==> config.mk <==
export PLATFORM = sky130hd
export DESIGN_NAME = regfile_sb
export DESIGN_NICKNAME = d
export VERILOG_FILES = /design/src/rtl/regfile_pkg.sv /design/src/rtl/regfile_scoreboard.sv /design/src/rtl/regfile_sb.sv
export SDC_FILE = /design/constraint.sdc
export NUM_CORES = 2
export LEC_CHECK = 0
export ABC_CLOCK_PERIOD_IN_PS = 4400
export CORE_MARGIN = 3
export CORE_UTILIZATION = 40
export CTS_CLUSTER_DIAMETER = 200
export DETAILED_ROUTE_END_ITERATION = 7
export GPL_TIMING_DRIVEN = 0
export SLEW_MARGIN = 20
export SYNTH_ARGS = -nofsm -noshare
export SYNTH_HDL_FRONTEND = slang
export SYNTH_HIERARCHICAL = 1
export SYNTH_SLANG_ARGS = --single-unit
==> constraint.sdc <==
create_clock -name clk -period 4.4 [get_ports clk]
set_input_delay 0.44 -clock clk [delete_from_list [all_inputs] [get_ports clk]]
set_output_delay 0.44 -clock clk [all_outputs]
set_load 0.05 [all_outputs]
==> src/rtl/regfile_pkg.sv <==
// Shared defaults and types for the integer register file with pending-write scoreboard.
package regfile_pkg;

  localparam int unsigned XLEN_DEF  = 32;
  localparam int unsigned NREGS_DEF = 32;

  typedef logic [XLEN_DEF-1:0]          xlen_t;
  typedef logic [$clog2(NREGS_DEF)-1:0] regaddr_t;

endpackage

==> src/rtl/regfile_scoreboard.sv <==
// Pending-write scoreboard: one busy bit per register, set at issue, cleared at commit or flush.
// Register x0 is never marked.
module regfile_scoreboard #(
  parameter int unsigned NREGS = 32,
  parameter int unsigned AW    = 5
) (
  input  logic             clk,
  input  logic             rst_n,
  input  logic             wr_en,
  input  logic [AW-1:0]    wr_addr,
  input  logic             iss_valid,
  input  logic [AW-1:0]    iss_rd,
  input  logic             flush,
  output logic [NREGS-1:0] pend
);

  logic [NREGS-1:0] pend_q, pend_d;

  // Flush kills everything; a same-cycle issue beats a commit since it is the newer writer.
  always_comb begin
    pend_d = pend_q;
    for (int r = 1; r < NREGS; r++) begin
      if (flush) begin
        pend_d[r] = 1'b0;
      end else if (iss_valid && (iss_rd == AW'(r))) begin
        pend_d[r] = 1'b1;
      end else if (wr_en && (wr_addr == AW'(r))) begin
        pend_d[r] = 1'b0;
      end
    end
    pend_d[0] = 1'b0;
  end

  always_ff @(posedge clk) begin
    if (!rst_n) begin
      pend_q <= '0;
    end else begin
      pend_q <= pend_d;
    end
  end

  assign pend = pend_q;

endmodule

==> src/rtl/regfile_sb.sv <==
// Register file with NRD combinational read ports, one write port and a pending-write scoreboard.
// Define REGFILE_BYPASS_EN to forward a same-cycle commit to matching read ports.
module regfile_sb
  import regfile_pkg::*;
#(
  parameter int unsigned XLEN  = XLEN_DEF,
  parameter int unsigned NREGS = NREGS_DEF,
  parameter int unsigned NRD   = 2,
  localparam int unsigned AW   = $clog2(NREGS)
) (
  input  logic                clk,
  input  logic                rst_n,
  input  logic [NRD*AW-1:0]   rd_addr,
  output logic [NRD*XLEN-1:0] rd_data,
  output logic [NRD-1:0]      rd_busy,
  input  logic                wr_en,
  input  logic [AW-1:0]       wr_addr,
  input  logic [XLEN-1:0]     wr_data,
  input  logic                iss_valid,
  input  logic [AW-1:0]       iss_rd,
  input  logic                flush,
  output logic [NREGS-1:0]    sb_busy_vec
);

  logic [XLEN-1:0]  regs_q [NREGS];
  logic [NREGS-1:0] pend;

  // regs_q[0] is only ever cleared, so it stays zero after the first reset.
  always_ff @(posedge clk) begin
    if (!rst_n) begin
      for (int r = 0; r < NREGS; r++) begin
        regs_q[r] <= '0;
      end
    end else if (wr_en && (wr_addr != '0)) begin
      regs_q[wr_addr] <= wr_data;
    end
  end

  regfile_scoreboard #(
    .NREGS (NREGS),
    .AW    (AW)
  ) u_scoreboard (
    .clk       (clk),
    .rst_n     (rst_n),
    .wr_en     (wr_en),
    .wr_addr   (wr_addr),
    .iss_valid (iss_valid),
    .iss_rd    (iss_rd),
    .flush     (flush),
    .pend      (pend)
  );

  assign sb_busy_vec = pend;

  for (genvar k = 0; k < NRD; k++) begin : g_rd_port
    logic [AW-1:0]   addr;
    logic [XLEN-1:0] data;
    logic            busy;

    assign addr = rd_addr[k*AW +: AW];

    always_comb begin
      data = (addr == '0) ? '0 : regs_q[addr];
      busy = pend[addr];
`ifdef REGFILE_BYPASS_EN
      // Forwarded commit clears busy unless a newer writer issues to the same register now.
      if (wr_en && (wr_addr == addr) && (wr_addr != '0)) begin
        data = wr_data;
        busy = iss_valid && (iss_rd == wr_addr) && !flush;
      end
`endif
    end

    assign rd_data[k*XLEN +: XLEN] = data;
    assign rd_busy[k]              = busy;
  end

endmodule
==> results by group <==
Global routing
  • Number of global-route vias before repair: between 40000 and 50000
  • Overall Global Routing Usage: between 30 and 40%
  • Largest net degree at the start of global routing: 21
  • Initial antenna violation count: 10
  • First-pass GRT wire length: roughly 330000 um
  • GR Overflow Total: 0

Placed design
  • Number of port buffers: 151
  • Post-Place Cells: 6026
  • Area post-placement: 62540 um^2
  • GP Congestion: slightly above 1
  • Dpl hpwl: around 180000 um

Timing
  • Fmax: roughly 220 MHz
  • Max-slew violations: 0
  • RSZ-0062 raised after global routing: yes
  • Clk_skew: 0 ns
  • Final worst-path cycle share: 104.0%
  • Setup ws final: -0.1762 ns
  • Endpoints failing hold: 0
  • WHS: between 0.5 and 0.6 ns
  • Worst-Margin Slew: around 1.3 ns
  • Minimum clock period: about 4.6 ns
  • Final setup TNS: -1.973 ns
  • Max_slew headroom: 14.43%
  • # setup viols final: 38

Logic synthesis
  • Post-synth ARST share: 0%
  • Post-synth EDFFs: 1024
  • Main combinational cell family by area after synthesis: multiplexers
  • Primary FF master, synth: edfxtp_1
  • Yosys cell types: between 50 and 60
  • Synth Area in Compound Gates: slightly above 6%
  • Synth warnings: 6
  • Seq/Total Area, Yosys: between 50% and 60%
  • Synth Area in Adders: 0%
  • Xor/xnor share of the synthesized area: 0%
  • Syn_area_per_cell: roughly 14 um^2
  • FF+latch count, synth: roughly 1100
  • Cells after Synth: 3899
  • Post-synthesis cell area: around 56000 um^2
  • Mux share of post-synthesis cell area: between 20 and 25%
  • Post-synthesis simple-gate area fraction: between 10% and 20%

Final layout
  • Non-Filler Instances: 6251
  • Final instance area: around 67000 um^2
  • Commonest non-fill, non-tap cells in the layout: edfxtp_1, and2_1, mux4_2
  • P&R area growth vs syn: 18.32%
  • Final #Nets: around 4300
  • Fillers: 12070
  • Layout cells sized above 1: 24.54%
  • Commonest non-fill, non-tap cell in the layout: edfxtp_1

Outcome
  • Status: complete, but fails checks
  • Failing checks: setup timing

Worst hold path
  • Worst min path class: input port to flop
  • Hold wc startpoint: wr_data[2]
  • Hold depth: 2
  • Hold Path End: regs_q[5][2]

Clock tree
  • Clock transition at the registers of the reported paths: about 0.06 ns
  • Clk_lat worst skew: 0.72 ns
  • H-tree depth: 3
  • Max Root-Sink Buffers: 3
  • Clk sinks: 1055
  • CTS tree: done
  • TritonCTS Buffers: 116
  • Root Buffer: clkbuf_16

Detailed routing
  • Total number of vias: ~42000
  • Routed wire length: ~250000 um
  • Post-route antenna net violation count: 0
  • DR WL/cell: 40.21 um
  • Via density per instance: 6.646
  • Remaining DRCs: 0
  • DR iter-0 viols: 7503
  • TritonRoute pass-1 iters: 8

Floorplanning
  • Initial Util: roughly 40%
  • Die height: approximately 380 um
  • Chip width: between 300 and 400 um
  • Placeable Area: between 100000 and 150000 um^2
  • Area of the die: around 150000 um^2
  • Top Ports: between 150 and 200
  • Rows: between 100 and 150

Power
  • Power after layout: between 20 and 30 mW
  • Power density cells: 384.5 nW/um^2
  • VDD IR max: around 0.37 mV
  • Leakage power: approximately 23 nW

Critical path
  • Crit-path max FO: 10
  • Critical R2R Launch: u_scoreboard/pend[29]
  • Reg2Reg Capture Point: u_scoreboard/pend[29]
  • Reg-to-reg slack, setup: between 3 and 4 ns
  • Setup crit start kind: input port
  • WS Path Type: input port to output port
  • CP Data Arrival Time: 4.14 ns
  • Worst Setup End Kind: output port
  • Critical path required time: just under 4 ns
  • Reg2reg path depth: 1

Job
  • Max-Cap Viols: 0
what timing repair did:
item	CTS	global route
setup endpoints to repair	66	46
setup buffers	2	0
pin swaps	2	1
gates resized for setup	268	69
hold buffers	0	0
area by class of cell:
| type | count | area (um^2) | share of cell area, % |
|---|---|---|---|
| Sequential cell | 1055 | 31370 | 47.03 |
| Multi-Input combinational cell | 2447 | 23780 | 35.65 |
| Timing Repair Buffer | 222 | 3246 | 4.866 |
| Clock buffer | 140 | 3035 | 4.551 |
| Tap cell | 1876 | 2347 | 3.519 |
| Buffer | 423 | 2212 | 3.316 |
| Clock inverter | 79 | 688.2 | 1.032 |
| Antenna cell | 7 | 17.52 | 0.02626 |
| Inverter | 2 | 7.507 | 0.01125 |
where the power goes:
part           leakage (nW)  switching [mW]  total [mW]  internal [mW]
registers              10.0           0.303        11.9           11.6
clock network          1.82            4.27        9.80           5.53
logic                  11.1            2.57        3.98           1.42
stage by stage:
step / util [%] / worst slack, ns
2_1_floorplan: - / 0.4241
3_3_place_gp: 43.20 / -5.157
3_5_place_dp: 44.77 / -1.608
4_1_cts: 47.72 / 0.001612
5_1_grt: 47.73 / -0.05237
6_report: 47.75 / -0.1762
registers in the layout, summed over array words and instances, names as in the netlist:
name / cells
u_scoreboard/pend: 31
regs_q: 1024
per-layer routing:
| layer | part of all wire (%) | routed length [um] | global-route usage (%) | vias to the layer above |
|---|---|---|---|---|
| li1 | - | - | - | 15800 |
| met5 | 0.081 | 203 | 0.8267 | - |
| met4 | 8.0 | 20010 | 22.15 | 8 |
| met1 | 36 | 89760 | 43.21 | 20870 |
| met3 | 16 | 38960 | 14.13 | 872 |
| met2 | 41 | 102400 | 46.89 | 3987 |
kinds of logic after synthesis:
family	count (synthesis)
other	2
multiplexers	649
flip-flops	1055
buffers and inverters	428
AND/OR/NAND/NOR	1308
AO/OA/AOI/OAI	457
synthesized netlist by cell type (5+ instances only):
cell	count	area share [%]
nand2_1	44	0.29
and2_1	1004	11
o22ai_1	63	0.70
nand2b_1	9	0.10
a2111oi_0	5	0.078
a2111oi_2	5	0.13
a22oi_1	62	0.83
nand4_1	7	0.078
clkbuf_1	304	2.0
o22a_1	6	0.093
nand3_1	26	0.23
a211oi_1	42	0.56
or2_2	8	0.089
dfxtp_1	31	1.1
o21ai_0	82	0.73
nor3_1	55	0.49
a32o_1	31	0.55
a22o_1	47	0.73
buf_4	25	0.33
mux2_2	119	2.4
o311a_1	6	0.11
o31a_1	24	0.37
mux4_2	384	15
nor2_1	76	0.51
a311oi_1	13	0.20
nor2b_1	47	0.52
a2111oi_1	16	0.28
mux4_1	12	0.56
or3_1	9	0.10
buf_6	19	0.38
buf_2	55	0.49
edfxtp_1	1024	55
a221oi_1	32	0.50
mux2i_1	134	2.4
buf_1	18	0.12
o221ai_1	21	0.33
worst max-delay path, cell delays in order:
cell	delay [ns]
clkdlybuf4s50_1	0.54
buf_6	0.24
buf_6	0.25
buf_4	0.34
and2_1	0.47
buf_4	0.41
a22oi_1	0.25
a311oi_4	0.65
clkdlybuf4s18_2	0.47
worst max-delay path by stage:
stage / from / endpoint / slack (ns) / cells past startpoint
finish: rd_addr[0] / rd_data[15] / -0.18 / 9
global route: rd_addr[7] / rd_data[45] / -0.05 / 9
CTS: rd_addr[7] / rd_busy[1] / 0.002 / 9
detailed placement: rd_addr[2] / rd_data[22] / -1.61 / 9
global placement: wr_en / regs_q[23][6] / -5.16 / 4
floorplan: rst_n / regs_q[24][0] / 0.42 / 5
Note: power is estimated with default switching activity, not from simulation.
